$ cat src/rtl/game_pkg.sv
// Shared game definitions: state encodings, screen/sprite geometry, and the
// lane-engine FSM states.
package game_pkg;

  typedef enum logic [1:0] {
    START   = 2'b00,
    PLAYING = 2'b01,
    OVER    = 2'b10
  } game_state_t;

  localparam int SCREEN_W        = 640;
  localparam int OBSTACLE_WIDTH  = 32;
  localparam int OBSTACLE_HEIGHT = 32;
  localparam int PLAYER_WIDTH    = 16;
  localparam int PLAYER_HEIGHT   = 16;

  typedef enum logic {
    LOAD = 1'b0,
    RUN  = 1'b1
  } lane_fsm_t;

endpackage

$ cat src/rtl/obstacle_lane_engine_lfsr16.sv
// 16-bit Galois LFSR (mask 16'hB400, right shift) that advances only while enabled.
module lfsr16 (
  input  logic        clk,
  input  logic        reset,
  input  logic        en,
  input  logic [15:0] seed,
  output logic [15:0] q
);

  always_ff @(posedge clk) begin
    if (reset)
      q <= seed;
    else if (en)
      q <= {1'b0, q[15:1]} ^ (q[0] ? 16'hB400 : 16'h0000);
  end

endmodule

$ cat src/rtl/obstacle_lane_engine.sv
// Obstacle lane engine: loads a random phase per row, then scrolls every row
// once per PLAYING frame tick with a level-dependent speed.
//
// state | meaning
// LOAD  | one row per cycle gets phase from LFSR, loading=1, ticks ignored
// RUN   | rows scroll on PLAYING frame ticks; entry to START reloads
module obstacle_lane_engine
  import game_pkg::*;
#(
  parameter int          NUM_ROWS          = 6,
  parameter int          OBSTACLES_PER_ROW = 10,
  parameter int          SPACING           = 96,
  parameter int          ROW_Y0            = 80,
  parameter int          ROW_PITCH         = 48,
  parameter int          LEVEL_FRAMES      = 600,
  parameter int          MAX_SPEED         = 6,
  parameter logic [15:0] LFSR_SEED         = 16'hACE1
) (
  input  logic       clk,
  input  logic       reset,
  input  logic       frame_tick,
  input  logic [1:0] state,
  output logic [9:0] obstacle_x [NUM_ROWS][OBSTACLES_PER_ROW],
  output logic [8:0] obstacle_y [NUM_ROWS][OBSTACLES_PER_ROW],
  output logic [2:0] level,
  output logic       loading
);

  localparam int PW = (NUM_ROWS > 1) ? $clog2(NUM_ROWS) : 1;
  localparam int CW = $clog2(LEVEL_FRAMES + 1);

  lane_fsm_t   fsm, fsm_next;
  logic [PW-1:0] ptr;
  logic [1:0]  prev_state;
  logic [CW-1:0] frame_cnt;
  logic [15:0] lfsr_q;
  logic        lfsr_en;
  logic        reload;
  logic        move;
  logic        load_last;
  logic        unused_lfsr_hi;

  function automatic logic [9:0] row_speed(input int r, input logic [2:0] lvl);
    int s;
    s = 1 + (r % 3) + int'(lvl);
    if (s > MAX_SPEED) s = MAX_SPEED;
    return 10'(s);
  endfunction

  lfsr16 u_lfsr (
    .clk   (clk),
    .reset (reset),
    .en    (lfsr_en),
    .seed  (LFSR_SEED),
    .q     (lfsr_q)
  );

  assign unused_lfsr_hi = ^lfsr_q[15:10];

  // Reload fires on entry to START; a tick in the same cycle never moves rows.
  assign reload    = (fsm == RUN) && (state == START) && (prev_state != START);
  assign move      = (fsm == RUN) && frame_tick && (state == PLAYING) && !reload;
  assign load_last = (ptr == PW'(NUM_ROWS - 1));

  always_ff @(posedge clk) begin
    if (reset)
      fsm <= LOAD;
    else
      fsm <= fsm_next;
  end

  always_comb begin
    fsm_next = fsm;
    case (fsm)
      LOAD: if (load_last) fsm_next = RUN;
      RUN:  if (reload)    fsm_next = LOAD;
      default: fsm_next = LOAD;
    endcase
  end

  always_comb begin
    loading = (fsm == LOAD);
    lfsr_en = (fsm == LOAD);
  end

  always_ff @(posedge clk) begin
    if (reset) begin
      ptr        <= '0;
      prev_state <= START;
      frame_cnt  <= '0;
      level      <= 3'd0;
      for (int r = 0; r < NUM_ROWS; r++)
        for (int c = 0; c < OBSTACLES_PER_ROW; c++)
          obstacle_x[r][c] <= 10'(c * SPACING);
    end else begin
      prev_state <= state;
      if (fsm == LOAD) begin
        for (int r = 0; r < NUM_ROWS; r++)
          for (int c = 0; c < OBSTACLES_PER_ROW; c++)
            if (ptr == PW'(r))
              obstacle_x[r][c] <= lfsr_q[9:0] + 10'(c * SPACING);
        ptr <= load_last ? '0 : ptr + 1'b1;
      end else if (reload) begin
        ptr       <= '0;
        level     <= 3'd0;
        frame_cnt <= '0;
      end else if (move) begin
        // Speed uses the level before this tick's possible increment.
        for (int r = 0; r < NUM_ROWS; r++)
          for (int c = 0; c < OBSTACLES_PER_ROW; c++)
            if (r % 2 == 0)
              obstacle_x[r][c] <= obstacle_x[r][c] + row_speed(r, level);
            else
              obstacle_x[r][c] <= obstacle_x[r][c] - row_speed(r, level);
        if (frame_cnt == CW'(LEVEL_FRAMES - 1)) begin
          frame_cnt <= '0;
          if (level != 3'd7) level <= level + 3'd1;
        end else begin
          frame_cnt <= frame_cnt + 1'b1;
        end
      end
    end
  end

  always_comb begin
    for (int r = 0; r < NUM_ROWS; r++)
      for (int c = 0; c < OBSTACLES_PER_ROW; c++)
        obstacle_y[r][c] = 9'(ROW_Y0 + r * ROW_PITCH);
  end

endmodule

$ cat config.mk
export PLATFORM = sky130hd
export DESIGN_NAME = obstacle_lane_engine
export DESIGN_NICKNAME = d
export VERILOG_FILES = /design/src/rtl/game_pkg.sv /design/src/rtl/obstacle_lane_engine_lfsr16.sv /design/src/rtl/obstacle_lane_engine.sv
export SDC_FILE = /design/constraint.sdc
export NUM_CORES = 2
export LEC_CHECK = 0
export BUFFER_PORTS_ARGS = -buffer_cell sky130_fd_sc_hd__buf_2
export CAP_MARGIN = 20
export CORE_AREA = 2 2 454 456
export DETAILED_ROUTE_END_ITERATION = 10
export DIE_AREA = 0 0 456 458
export GPL_TIMING_DRIVEN = 0
export PLACE_DENSITY = 0.46
export SLEW_MARGIN = 10
export SYNTH_ARGS = -nofsm -noshare
export SYNTH_HDL_FRONTEND = slang
export SYNTH_SLANG_ARGS = --single-unit
$ cat constraint.sdc
create_clock -name clk -period 5.5 [get_ports clk]
set_clock_uncertainty 0.2 [all_clocks]
set_input_delay 0.825 -clock clk [delete_from_list [all_inputs] [get_ports clk]]
set_output_delay 0.825 -clock clk [all_outputs]
set_load 0.02 [all_outputs]
==> impl_metrics.tcl <==
set metrics [dict create \
    rsz0062_at_grt "no" \
    die_w_um 456 \
    grt_max_degree 22 \
    status "completed" \
    path_max_fanout 19 \
    cts_root_buffer "clkbuf_16" \
    io_buffers 608 \
    cts.sinks 635 \
    finalWorstSetupSlack_ns 0.354 \
    avgRoutedWirePerCell_um 32.3 \
    ys_seq_area_frac 0.289 \
    synth_area_per_cell_um2 7.93 \
    gp_congestion 0.982 \
    drtIter0Drc 6088 \
    clock_path_buffers 3 \
    dp_cells 9477 \
    die_area_mm2 0.209 \
    area.growth.synth_to_final_pct 28.0 \
    dp_hpwl_um 243000 \
    ys.flop_type "dfxtp_1" \
    grt-ovfl-total 0 \
    die_h_um 458 \
    synth_cell_type_count 102 \
    grt_pass1_vias 43862 \
    placed_area_mm2 0.0534 \
    maxSlewViolCount 0 \
    synth-seq-cells 635 \
    worstPathArrival_ns 5.56 \
    antenna_found_initial 22 \
    max_slew_margin 0.111 \
    h-tree-depth 3 \
    start_kind "flop" \
    hold_class "in2reg" \
    core_mm2 0.204 \
    ys_top_cells_by_area "dfxtp_1 29%, buf_4 9.4%, ha_1 7.5%, a21oi_1 5.2%, nor2_1 5.0%" \
    vdd_drop_max_mv 0.206 \
    yosysWarnings 0 \
    cp_data_required_time_ns 5.91 \
    firstDrtPassIters 8 \
    totalWireLength_um 312000 \
    crit_type "reg2reg" \
    setup-tns-final_ns 0 \
    nFillCells 22470 \
    grt_pass1_wl_um 404000 \
    vias 49693 \
    drc 0 \
    cts_tree "done" \
    dpl_worst_slack_ns -0.619 \
    p_leak_uw 0.0252 \
    start_util 0.216 \
    boundaryPins 1149 \
    track_usage 0.283 \
    p_total_uw 15700 \
    fin_crit_ns 5.15 \
    fin_nets 7194 \
    finalInstanceArea_mm2 0.0563 \
    clock.fmax_mhz 194 \
    rows 166 \
    syn_inst 5549 \
    async_flop_share 0 \
    setup_viol 0 \
    numCtsBuffers 84 \
    end_kind "flop" \
    clk_latency_ns 0.73 \
    via_per_inst 5.15 \
    synth_area_mm2 0.0440 \
    cellPowerDensity_mw_per_mm2 279 \
    antenna_left 0 \
    drive_above_1_share 0.236 \
    period_share 0.936 \
    synth_top_area_frac 0.289 \
    finalNonFillerCells 9642 \
    tightest_slew_ns 1.33 \
    finalHoldViolations 0 \
    synth_edf_count 0 \
    yosysTopAreaCell "dfxtp_1" \
    cap_violations 0 \
    path_clk_slew_ns 0.06 \
]
[final timing paths]
check | start | to | slack [ns] | depth (start not counted)
setup / recovery | level[0] | obstacle_x[229] | 0.35 | 14
hold / removal | state[1] | prev_state[1] | 0.17 | 2
setup reg to reg | level[0] | obstacle_x[229] | 0.35 | 14
hold reg to reg | u_lfsr.q[12] | u_lfsr.q[12] | 0.27 | 2
[critical path, stage by stage (launching register included)]
cell     delay [ns]
dfxtp_1        0.39
buf_4          0.22
inv_1          0.10
ha_1           0.36
buf_2          0.48
a21o_4         0.40
buf_12         0.24
inv_1          0.33
ha_1           0.39
nor2b_1        0.13
o21a_1         0.18
o21ai_0        0.55
nor4b_2        0.49
o21ai_0        0.14
a221o_1        0.34
[Yosys cell counts (35+ instances only)]
library cell	n
nor4_1	53
a211oi_1	229
o21a_1	42
ha_1	262
a221oi_1	36
nand3_1	127
mux2_2	41
clkbuf_1	183
inv_1	158
nor2b_1	65
nand2_1	355
dfxtp_1	635
a21o_1	77
fa_1	50
o211ai_1	44
a31oi_1	76
xor2_1	35
mux2i_1	102
nor3_1	253
o21ai_0	289
o22ai_1	76
and3_1	43
buf_2	117
a21oi_1	458
xnor2_1	91
nor2_1	587
buf_4	552
[logic make-up after synthesis]
group                    count (synthesis)  share of synthesized area
buffers and inverters                 1047                      0.140
XOR/XNOR                               126                     0.0251
adder cells (fa/ha/maj)                313                     0.0975
other                                    2                   0.000171
multiplexers                           143                     0.0337
AO/OA/AOI/OAI                         1593                      0.233
flip-flops                             635                      0.289
AND/OR/NAND/NOR                       1690                      0.182
[layer usage]
layer,part of all wire,track usage
met1,0.36,0.314
met4,0.099,0.243
met5,0.00013,0
met3,0.11,0.0942
met2,0.43,0.436
[registers in the layout, indices dropped and copies added, names as in the netlist]
register / count
prev_state: 2
level: 3
ptr: 3
fsm: 1
obstacle_x: 600
u_lfsr.q: 16
frame_cnt: 10
[cell type report]
cell class | instances | area (um^2) | share of cell area
clock buffers | 123 | 2500 | 0.0444
well taps | 2688 | 3360 | 0.0597
repair buffers | 665 | 3830 | 0.0681
clock inverters | 27 | 273 | 0.00485
diodes | 13 | 32.5 | 0.000578
multi-input cells | 4445 | 27300 | 0.486
flip-flops and latches | 635 | 12700 | 0.226
inverters | 163 | 612 | 0.0109
plain buffers | 883 | 5630 | 0.0999
[layout by cell type (no fill, tap or decap), drive strengths merged, types with 35 or more instances in the layout]
cell       n
fa        50
nand3    127
xor2      35
xnor2     91
dfxtp    635
buf     1364
o211ai    45
a221oi    37
nor3     254
nor2b     65
and3      43
mux2i    102
a21oi    459
conb     580
clkbuf   306
mux2      41
a31oi     76
nand2    358
ha       262
nor2     592
a21o      77
nor4      55
o21a      42
o22ai     76
o21ai    295
a211oi   229
inv      165
[power breakdown]
| part | internal (uW) | switching (uW) |
|---|---|---|
| combinational | 1290 | 3250 |
| sequential | 4900 | 379 |
| clock | 3330 | 2530 |
| total | 9530 | 6170 |
[per-stage QoR]
stage           util  hold slack [ns]
2_1_floorplan      -            0.237
3_3_place_gp   0.258            0.248
3_5_place_dp   0.262            0.257
4_1_cts        0.276            0.140
5_1_grt        0.276            0.196
6_report       0.276            0.171
[what timing repair did]
| item | in CTS | in global routing |
|---|---|---|
| setup endpoints to repair | 11 | 2 |
| hold buffers | 0 | 0 |
| buffers inserted | 0 | 0 |
| gates resized for setup | 1 | 1 |
| endpoints found under the hold margin | 0 | 0 |
Power figures use the tool's default switching activity.
